[config.mk]
export PLATFORM = sky130hd
export DESIGN_NAME = axis_rx_arb_mux
export DESIGN_NICKNAME = d
export VERILOG_FILES = /design/src/rtl/axis_rx_arb_pkg.sv /design/src/rtl/axis_rx_rr_arbiter.sv /design/src/rtl/axis_rx_arb_mux.sv
export SDC_FILE = /design/constraint.sdc
export NUM_CORES = 1
export LEC_CHECK = 0
export ABC_AREA = 1
export CAP_MARGIN = 20
export CORE_MARGIN = 1.5
export CORE_UTILIZATION = 40
export CTS_BUF_LIST = sky130_fd_sc_hd__clkbuf_8
export DETAILED_ROUTE_END_ITERATION = 16
export PLACE_DENSITY = 0.86
export SLEW_MARGIN = 20
export SYNTH_ARGS = -nofsm -noshare
export SYNTH_HDL_FRONTEND = slang
export SYNTH_SLANG_ARGS = --single-unit
[constraint.sdc]
create_clock -name aclk -period 1.5 [get_ports aclk]
set_input_delay 0.45 -clock aclk [delete_from_list [all_inputs] [get_ports aclk]]
set_output_delay 0.45 -clock aclk [all_outputs]
set_load 0.01 [all_outputs]
[src/rtl/axis_rx_arb_pkg.sv]
// Shared constants and types for the AXI-Stream receive arbiter/mux.
// Arbitration mode selectors, FSM state encoding and an index-width helper.
package axis_rx_arb_pkg;

  localparam int ARB_FIXED = 0;
  localparam int ARB_RR    = 1;

  typedef enum logic {
    ST_IDLE   = 1'b0,
    ST_LOCKED = 1'b1
  } state_t;

  // Width of a channel index; a single channel still gets a 1-bit id.
  function automatic int idx_w(input int n);
    return (n > 1) ? $clog2(n) : 1;
  endfunction

endpackage

[src/rtl/axis_rx_rr_arbiter.sv]
// Combinational grant picker: fixed priority (ch0 first) or round-robin from ptr+1.
// Latency: 0 cycles (pure combinational).
// Backpressure: none; the caller decides when a grant is registered.
module axis_rx_rr_arbiter
  import axis_rx_arb_pkg::*;
#(
  parameter int  NUM_CH = 2,
  localparam int IDX_W  = idx_w(NUM_CH)
) (
  input  logic [NUM_CH-1:0] req,
  input  logic [IDX_W-1:0]  ptr,
  input  logic              mode,
  output logic [NUM_CH-1:0] gnt,
  output logic [IDX_W-1:0]  gnt_idx
);

  int   start_ch;
  logic found;

  // Two passes emulate a wrap-around search starting at start_ch.
  always_comb begin
    gnt      = '0;
    gnt_idx  = '0;
    found    = 1'b0;
    start_ch = 0;
    if (mode && (int'(ptr) < NUM_CH - 1)) begin
      start_ch = int'(ptr) + 1;
    end
    for (int i = 0; i < NUM_CH; i++) begin
      if (!found && req[i] && (i >= start_ch)) begin
        found   = 1'b1;
        gnt[i]  = 1'b1;
        gnt_idx = IDX_W'(i);
      end
    end
    for (int i = 0; i < NUM_CH; i++) begin
      if (!found && req[i] && (i < start_ch)) begin
        found   = 1'b1;
        gnt[i]  = 1'b1;
        gnt_idx = IDX_W'(i);
      end
    end
  end

endmodule

[src/rtl/axis_rx_arb_mux.sv]
// Packet-locked N:1 AXI-Stream merge; optional per-channel packet counters (RX_ARB_MUX_PKT_CNT_EN).
// Latency: 1 cycle input to registered output; one bubble cycle between packets.
// Backpressure: granted channel sees tready = !rx_user_tvalid || rx_user_tready; others see 0.
module axis_rx_arb_mux
  import axis_rx_arb_pkg::*;
#(
  parameter int  NUM_CH   = 2,
  parameter int  DATA_W   = 64,
  parameter int  ARB_MODE = ARB_RR,
  localparam int KEEP_W   = DATA_W / 8,
  localparam int TID_W    = idx_w(NUM_CH)
) (
  input  logic                     aclk,
  input  logic                     aresetn,
  input  logic [NUM_CH*DATA_W-1:0] rx_src_tdata,
  input  logic [NUM_CH*KEEP_W-1:0] rx_src_tkeep,
  input  logic [NUM_CH-1:0]        rx_src_tvalid,
  input  logic [NUM_CH-1:0]        rx_src_tlast,
  output logic [NUM_CH-1:0]        rx_src_tready,
  output logic [DATA_W-1:0]        rx_user_tdata,
  output logic [KEEP_W-1:0]        rx_user_tkeep,
  output logic                     rx_user_tvalid,
  output logic                     rx_user_tlast,
  output logic [TID_W-1:0]         rx_user_tid,
`ifdef RX_ARB_MUX_PKT_CNT_EN
  output logic [NUM_CH*32-1:0]     rx_pkt_cnt,
`endif
  input  logic                     rx_user_tready
);

  state_t              state_q, state_d;
  logic [TID_W-1:0]    last_q;
  logic [NUM_CH-1:0]   gnt_oh_q;
  logic [NUM_CH-1:0]   arb_gnt;
  logic [TID_W-1:0]    arb_idx;
  logic                any_req;
  logic                can_load;
  logic                accept;
  logic                accept_last;
  logic [DATA_W-1:0]   sel_dat;
  logic [KEEP_W-1:0]   sel_keep;
  logic                sel_last;

  assign any_req     = |rx_src_tvalid;
  assign can_load    = !rx_user_tvalid || rx_user_tready;
  assign accept      = |(rx_src_tvalid & rx_src_tready);
  assign accept_last = accept && sel_last;

  axis_rx_rr_arbiter #(
    .NUM_CH (NUM_CH)
  ) u_arb (
    .req     (rx_src_tvalid),
    .ptr     (last_q),
    .mode    (ARB_MODE == ARB_RR),
    .gnt     (arb_gnt),
    .gnt_idx (arb_idx)
  );

  always_ff @(posedge aclk or negedge aresetn) begin
    if (!aresetn) begin
      state_q <= ST_IDLE;
    end else begin
      state_q <= state_d;
    end
  end

  always_comb begin
    state_d = state_q;
    case (state_q)
      ST_IDLE:   if (any_req) state_d = ST_LOCKED;
      ST_LOCKED: if (accept_last) state_d = ST_IDLE;
      default:   state_d = ST_IDLE;
    endcase
  end

  always_comb begin
    rx_src_tready = '0;
    if ((state_q == ST_LOCKED) && can_load) begin
      rx_src_tready = gnt_oh_q;
    end
  end

  // last_q doubles as the current grant: it only moves when a new grant is issued.
  always_ff @(posedge aclk or negedge aresetn) begin
    if (!aresetn) begin
      last_q   <= TID_W'(NUM_CH - 1);
      gnt_oh_q <= '0;
    end else if ((state_q == ST_IDLE) && any_req) begin
      last_q   <= arb_idx;
      gnt_oh_q <= arb_gnt;
    end
  end

  always_comb begin
    sel_dat  = '0;
    sel_keep = '0;
    sel_last = 1'b0;
    for (int c = 0; c < NUM_CH; c++) begin
      if (gnt_oh_q[c]) begin
        sel_dat  = rx_src_tdata[c*DATA_W +: DATA_W];
        sel_keep = rx_src_tkeep[c*KEEP_W +: KEEP_W];
        sel_last = rx_src_tlast[c];
      end
    end
  end

  always_ff @(posedge aclk or negedge aresetn) begin
    if (!aresetn) begin
      rx_user_tvalid <= 1'b0;
      rx_user_tdata  <= '0;
      rx_user_tkeep  <= '0;
      rx_user_tlast  <= 1'b0;
      rx_user_tid    <= '0;
    end else if (accept) begin
      rx_user_tvalid <= 1'b1;
      rx_user_tdata  <= sel_dat;
      rx_user_tkeep  <= sel_keep;
      rx_user_tlast  <= sel_last;
      rx_user_tid    <= last_q;
    end else if (rx_user_tready) begin
      rx_user_tvalid <= 1'b0;
    end
  end

`ifdef RX_ARB_MUX_PKT_CNT_EN
  logic [31:0] pkt_cnt_q [NUM_CH];

  always_ff @(posedge aclk or negedge aresetn) begin
    if (!aresetn) begin
      for (int c = 0; c < NUM_CH; c++) pkt_cnt_q[c] <= '0;
    end else begin
      for (int c = 0; c < NUM_CH; c++) begin
        if (accept_last && gnt_oh_q[c]) pkt_cnt_q[c] <= pkt_cnt_q[c] + 32'd1;
      end
    end
  end

  for (genvar g = 0; g < NUM_CH; g++) begin : g_cnt
    assign rx_pkt_cnt[g*32 +: 32] = pkt_cnt_q[g];
  end
`endif

endmodule

## Word level (Yosys, flattened, before mapping)

Cells that the tools add are included.

| storage, ports and cells | value |
|---|---|
| logic and storage cells | 55 |
| output and inout port bits | 77 |
| bits in registers | 79 |

| operators by class | value |
|---|---|
| order comparisons | 5 |
| add/subtract/negate cells | 1 |
| muxes and demuxes | 21 |
| bitwise operators | 2 |
| reductions and logical operators | 18 |

Operators by type and width:

| kind | number |
|---|---|
| $mux 64 | 2 |
| $ge 1x32->1 const A | 1 |
| $ge 2x32->1 const A | 1 |
| $lt 1x32->1 const A | 1 |
| $lt 2x32->1 const A | 1 |
| $mux 32 | 1 |
| $mux 8 | 2 |
| $mux 1 | 14 |
| $logic_and 1x1->1 | 10 |
| $logic_not 1->1 | 4 |
| $reduce_or 2->1 | 2 |
| $add 1x1->2 const B | 1 |
| $and 2x2->2 | 1 |
| $mux 2 | 1 |
| $pmux 1 s2 | 1 |
| $reduce_bool 2->1 | 1 |
| $logic_or 1x1->1 | 1 |
| $lt 1x1->1 const B | 1 |
| $not 1->1 | 1 |

## Longest topological paths before layout

Gate-level depths: netlist of run 1.

| depth | value |
|---|---|
| depth after elaboration | 17 |
| depth in mapped cells | 9 |
| gate-level depth less buffers | 7 |

## Modules after synthesis

A second synthesis of run 1 with hierarchy kept.

| second synthesis, totals | value |
|---|---|
| cells, all modules | 594 |
| area, all modules | 4125.2 sq um |

By module, submodules not included:

| module | sequential area each (sq um) | times used | area each (sq um) | cells an instance |
|---|---|---|---|---|
| axis_rx_arb_mux | 1978.1 | 1 | 4077.7 | 583 |
| axis_rx_rr_arbiter | 0.0 | 1 | 47.5 | 11 |

## Worst setup path after synthesis of run 1

OpenSTA, ideal clock, no wires.

| timing | value |
|---|---|
| path kind | register to output |
| start point | reg gnt_oh_q[0] |
| end point | out rx_src_tready[0] |
| path slack | 0.115 ns |
| path buffers | 2 |
| cell stages (with the launch flop) | 5 |
| data arrival time | 0.935 ns |
| path through | dfrtp_1 > buf_2 > buf_2 > inv_1 > nor2_1 |

| on the way | value |
|---|---|
| cells in the longest elaborated chain, start to end | 1 |

Ends and longest elaborated chain:

| item | line | source |
|---|---|---|
| start: declaration | axis_rx_arb_mux.sv:33 | `logic [NUM_CH-1:0] gnt_oh_q;` |
| start signal: assignment | axis_rx_arb_mux.sv:90 | `gnt_oh_q <= arb_gnt;` |
| $mux 2 | axis_rx_arb_mux.sv:78 | `if ((state_q == ST_LOCKED) && can_load) begin` |
| end: declaration | axis_rx_arb_mux.sv:19 | `output logic [NUM_CH-1:0] rx_src_tready,` |

Every way passes these cells.

## Worst setup path in the final report of run 1

| timing | value |
|---|---|
| start point | reg rx_user_tvalid |
| end point | out rx_src_tready[1] |

| on the way | value |
|---|---|
| cells in the longest elaborated chain, start to end | 4 |

Ends and longest elaborated chain:

| item | line | source |
|---|---|---|
| start: declaration | axis_rx_arb_mux.sv:22 | `output logic rx_user_tvalid,` |
| start signal: assignment | axis_rx_arb_mux.sv:109 | `rx_user_tvalid <= 1'b0;` |
| start signal: assignment | axis_rx_arb_mux.sv:115 | `rx_user_tvalid <= 1'b1;` |
| start signal: assignment | axis_rx_arb_mux.sv:121 | `rx_user_tvalid <= 1'b0;` |
| $logic_not 1->1 | axis_rx_arb_mux.sv:45 | `assign can_load = !rx_user_tvalid \|\| rx_user_tready;` |
| $logic_or 1x1->1 | axis_rx_arb_mux.sv:45 |  |
| $logic_and 1x1->1 | axis_rx_arb_mux.sv:78 |  |
| $mux 2 | axis_rx_arb_mux.sv:78 |  |

Every way passes these cells.

==> run summary, run 1 <==
final worst path period need = 1.54 ns
f_max = 648 MHz
fin area = 6830 µm²
post-synthesis cell type count = 13
DRT antenna net count = 0
Synth area leaders = dfrtp_1 (48%), nand2_1 (35%), nand3_1 (9.0%)
proportion of layout cells with a drive suffix above 1 = 7.19%
Die ar. = 10700 µm²
DRC = 0
final setup fails = 2
CTS sink cnt = 79
htree depth = 3
unrepaired setup endpoints after global routing = true
worst min path class = in2async
Final WS setup = -0.0430 ns
Vias = 4553
slew of the pin with the lowest slew margin = 0.407 ns
gr ovfl total = 0
Power Total = 11.5 mW
routed len/inst = 13.6 µm
routability cong. = 0.816
syn_area_per_cell = 6.92 µm²
CTS Buffer Depth = 2
top cells by count, synth = nand2_1 (378), dfrtp_1 (78), nand3_1 (73)
vias in the first global route = 4476
largest net degree at the start of global routing = 78
global-route track usage on met2 = 42.8%
crit path DAT = 1.09 ns
post-layout util = 69.9%
most used routing layer = met2
critical path endpoint category = primary output
PD cells = 1680 nW/µm²
Synth Net Count = 736
M3 GR Usage = 4.47%
core area = 9770 µm²
I/O pins = 228
Syn-to-layout area delta = 68.7%
Vias per Instance = 4.77
Worst-Skew Late Latency = 0.35 ns
Post-DP HPWL = 9430 µm
RR Endpoint = rx_user_tdata[27]
Nets = 967
R2R Setup Slk = 0.06 ns
Max Cap Viol = 0
met1 Use GR = 25.8%
fin. max-slew vios = 0
Relative slew margins = 72.9%
failing checks = setup timing
EDFF count, synth = 0
n_diodes = 0
Startpoint Class = flip-flop
most common cell in the synthesized netlist = nand2_1
Placed Area = 6530 µm²
Syn Inst Count = 585
First DRT Iteration DRCs = 239
Seq/Total Area, Yosys = 48.9%
post-synth top area share = 48.2%
DP Worst Slack = -0.672 ns
count of standard-cell rows = 36
outcome = finished with violations
CTS clk-pin slew, worst paths = 0.08 ns
die span in y = 104 µm
CTS tree = done
crit share post-route = 103%
Root Driver = clkbuf_8
area leader, netlist = dfrtp_1
I/O Buffers = 227
WS Path Type = reg2out
Routed WL = 12900 µm
Final Hold Slack = 0.439 ns
Initial Util = 41.4%
Syn Std Cell Area = 4050 µm²
worst reg2reg path depth = 7
yosys warns = 0
worst path required time = 1.05 ns
prevailing post-synth register cell = dfrtp_1
Post-synth ARST share = 100%
Clock Skew = 0.0138 ns
Hold Fails Final Rpt = 0
die width = 104 µm
Num CTS Buffers = 9
leakage power = 3.63 nW
Overall Global Routing Usage = 23.6%
Peak VDD IR = 0.00109 V
first-pass GRT wire length = 20700 µm
CP Max Fanout = 2
reg2reg start = gnt_oh_q[1]
FF+latch count, synth = 79
initial antenna violation count = 0
TritonRoute pass-1 iters = 4
-- cells in the final DEF (no fill, tap or decap), types with 4 or more instances in the layout --
cell type	netlist	routed
buf_12	0	8
clkbuf_8	0	9
nand3_1	73	73
buf_4	8	19
nand2_1	378	375
buf_6	1	4
dlygate4sd2_1	0	25
clkdlybuf4s50_1	0	148
clkdlybuf4s15_1	0	50
dfrtp_1	78	76
inv_1	5	5
nor2_1	4	4
-- layer usage --
layer | up-vias | routed length, µm | part of all wire (%)
met5 | - | 0 | 0
met4 | 0 | 525 | 4.1
met3 | 40 | 741 | 5.7
met2 | 162 | 6660 | 52
met1 | 2086 | 5000 | 39
li1 | 2265 | - | -
-- report_power, final --
| part | internal [mW] | leakage, nW | switching, mW |
|---|---|---|---|
| Combinational | 2.87 | 2.52 | 3.66 |
| Sequential | 2.99 | 1.01 | 0.449 |
| Clock | 0.757 | 0.100 | 0.765 |
-- timing repair --
action | 4_1_cts | 5_1_grt
buffers inserted | 1 | 6
gates cloned | 0 | 2
pin swaps | 2 | 2
hold buffers | 1 | 0
endpoints found under the hold margin | 2 | 0
endpoints found under the setup margin | 152 | 87
gates resized for setup | 101 | 48
-- critical path, stage by stage (launching register included) --
cell and delay (ns):
dfrtp_1 0.39, nand2_2 0.08, nand2_2 0.06, nor2_1 0.09, buf_2 0.13
-- cell type report --
cell class                      instances  area [µm²]
Tap cell                              133         166
Timing Repair Buffer                  260        2620
Inverter                                6        30.0
Clock inverter                          7        65.1
Clock buffer                            9         124
Multi-Input combinational cell        460        1840
Sequential cell                        79        1980
Fill cell                             810        2950
-- worst max-delay path by stage --
| stage | start | endpoint | slack (ns) | cells past startpoint |
|---|---|---|---|---|
| floorplan | gnt_oh_q[0] | rx_src_tready[0] | 0.12 | 4 |
| global placement | rx_user_tready | rx_src_tready[0] | -0.70 | 6 |
| detailed placement | rx_user_tready | rx_src_tready[1] | -0.67 | 6 |
| CTS | rx_user_tvalid | rx_src_tready[1] | -0.08 | 4 |
| global route | rx_user_tvalid | rx_src_tready[0] | -0.12 | 4 |
| finish | rx_user_tvalid | rx_src_tready[1] | -0.04 | 4 |
-- kinds of logic after synthesis --
| logic type | synth area share (%) |
|---|---|
| AO/OA/AOI/OAI | 0.371 |
| buffers and inverters | 6.00 |
| flip-flops | 48.9 |
| AND/OR/NAND/NOR | 44.8 |
-- metrics by stage --
stage / instances / setup TNS (ns)
4_1_cts: 946 / -0.137
3_3_place_gp: 928 / -30.93
2_1_floorplan: 585 / 0
5_1_grt: 954 / -0.253
3_5_place_dp: 928 / -34.94
6_report: 954 / -0.0741
-- state kept, by name (all words and copies together), names as in the netlist --
register / flops
rx_user_tdata: 64
state_q: 1
rx_user_tlast: 1
rx_user_tid: 1
last_q: 1
rx_user_tvalid: 1
gnt_oh_q: 2
rx_user_tkeep: 8
Note: power is estimated with default switching activity, not from simulation.
==> run 2, diff against run 1 <==
--- a/config.mk
+++ b/config.mk
@@ -7,11 +7,11 @@
 export LEC_CHECK = 0
 export ABC_AREA = 1
 export CAP_MARGIN = 20
-export CORE_MARGIN = 1.5
-export CORE_UTILIZATION = 40
+export CORE_MARGIN = 2
+export CORE_UTILIZATION = 43
 export CTS_BUF_LIST = sky130_fd_sc_hd__clkbuf_8
 export DETAILED_ROUTE_END_ITERATION = 16
-export PLACE_DENSITY = 0.86
+export PLACE_DENSITY = 0.92
 export SLEW_MARGIN = 20
 export SYNTH_ARGS = -nofsm -noshare
 export SYNTH_HDL_FRONTEND = slang
==> constraint.sdc (replaced) <==
create_clock -name aclk -period 1.8 [get_ports aclk]
set_input_delay 0.54 -clock aclk [delete_from_list [all_inputs] [get_ports aclk]]
set_output_delay 0.54 -clock aclk [all_outputs]
set_load 0.01 [all_outputs]
==> run summary, run 2 (synthesized netlist as in run 1, its figures left out) <==
outcome = complete, no violations
first-pass GRT wire length = 18900 µm
R2R Setup Slk = 0.14 ns
critical path endpoint category = primary output
most common cell after layout, fill and taps aside = nand2_1
Layout fillers = 702
Biggest register = rx_user_tdata
Peak VDD IR = 0.000751 V
max reg flops = 64
routability cong. = 0.808
CP Max Fanout = 2
DRC = 0
Vias = 4509
Placed Area = 6420 µm²
proportion of layout cells with a drive suffix above 1 = 5.09%
Hold Fails Final Rpt = 0
final setup fails = 0
slew of the pin with the lowest slew margin = 0.422 ns
Syn-to-layout area delta = 66.1%
Vias per Instance = 4.92
final worst path period need = 1.78 ns
fin area = 6720 µm²
die width = 101 µm
Worst Path Buf+Inv = 1
Overall Global Routing Usage = 23.2%
Nets = 952
CP delay by family, top = buffers and inverters
placed cell count = 899
I/O Buffers = 227
crit share post-route = 98.7%
crit path DAT = 1.24 ns
f_max = 563 MHz
Multi-input gate area = 1830 µm²
most frequent cells in the layout = nand2_1 (377), clkdlybuf4s50_1 (165), dfrtp_1 (76), nand3_1 (73), dlymetal6s2s_1 (45)
CTS sink cnt = 79
register area = 1980 µm²
WS Path Type = reg2out
routed len/inst = 13.7 µm
critical-path cell list = clkdlybuf4s50_1
CTS Buffer Depth = 2
Initial Util = 44.0%
count of standard-cell rows = 35
First DRT Iteration DRCs = 172
CTS tree = done
Routed WL = 12600 µm
reg2reg start = gnt_oh_q[0]
I/O pins = 228
Largest regs = rx_user_tdata (64), rx_user_tkeep (8), gnt_oh_q (2)
Clock Skew = 0.0104 ns
htree depth = 3
RR Endpoint = state_q
Num CTS Buffers = 9
Relative slew margins = 71.9%
worst path required time = 1.26 ns
post-layout util = 73.1%
Worst-Skew Late Latency = 0.33 ns
n_diodes = 0
largest net degree at the start of global routing = 75
Post-DP HPWL = 9280 µm
vias in the first global route = 4222
PD cells = 1380 nW/µm²
core area = 9200 µm²
worst min path class = in2async
initial antenna violation count = 0
Die ar. = 10200 µm²
fin. max-slew vios = 0
slowest CP cell = clkdlybuf4s50_1
die span in y = 101 µm
DRT antenna net count = 0
gr ovfl total = 0
worst reg2reg path depth = 7
leakage power = 4.08 nW
fin cells = 917
Startpoint Class = flip-flop
Max Cap Viol = 0
Max stage delay on crit path = 0.56 ns
TritonRoute pass-1 iters = 5
Root Driver = clkbuf_8
CTS clk-pin slew, worst paths = 0.08 ns
critical path depth = 1
run 2: changes by cell type in the layout (fill, tap and decap cells not counted), sizes merged, moves of 2 or more:
cell,previous run,this run
clkdlybuf4s50,148,165
clkbuf,12,10
dlymetal6s2s,0,45
clkdlybuf4s15,50,0
dlygate4sd2,25,14
buf,33,21
run 2: report_power, final:
| group | total [mW] | leakage (nW) | internal (mW) | switching (mW) |
|---|---|---|---|---|
| sequential | 2.86 | 1.01 | 2.49 | 0.365 |
| clock | 1.25 | 0.108 | 0.663 | 0.591 |
| combinational | 5.17 | 2.96 | 2.22 | 2.94 |
| total | 9.28 | 4.08 | 5.38 | 3.90 |
run 2: area by class of cell:
| type | count | area share, % |
|---|---|---|
| repair buffers | 245 | 38.1 |
| flip-flops and latches | 79 | 29.5 |
| multi-input cells | 460 | 27.2 |
| well taps | 111 | 2.07 |
| clock buffers | 10 | 2.05 |
| clock inverters | 6 | 0.782 |
| inverters | 6 | 0.335 |
run 2: routing by layer:
metal | global-route usage (%) | part of all wire (%)
met5 | 0 | 0
met3 | 4.79 | 6.7
met1 | 25.1 | 37
met2 | 44.5 | 54
met4 | 8.00 | 2.0
run 2: per-stage QoR:
stage               power, mW  hold WS [ns]  TNS (ns)  worst slack, ns
CTS                      9.43         0.121         0         0.000877
finish                   9.28         0.122         0           0.0229
detailed placement       8.24         0.457    -15.61           -0.546
floorplan                5.78         0.244         0            0.325
global placement         8.02         0.452    -14.51           -0.548
global route             10.0         0.138  -0.00443         -0.00358
run 2: repair_timing:
| item | CTS | global route |
|---|---|---|
| pin swaps | 1 | 0 |
| setup buffers | 2 | 0 |
| resized for setup | 22 | 47 |
| hold buffers | 0 | 0 |
| endpoints found under the setup margin | 15 | 91 |
run 2: worst max path at each step:
| stage | from | to | slack (ns) |
|---|---|---|---|
| floorplan | gnt_oh_q[0] | rx_src_tready[0] | 0.33 |
| global placement | rx_user_tready | rx_src_tready[1] | -0.55 |
| detailed placement | rx_user_tready | rx_src_tready[0] | -0.55 |
| CTS | rx_user_tdata[50] | rx_user_tdata[50] | 0.0009 |
| global route | rx_user_tdata[13] | rx_user_tdata[13] | -0.004 |
| finish | rx_user_tdata[53] | rx_user_tdata[53] | 0.02 |
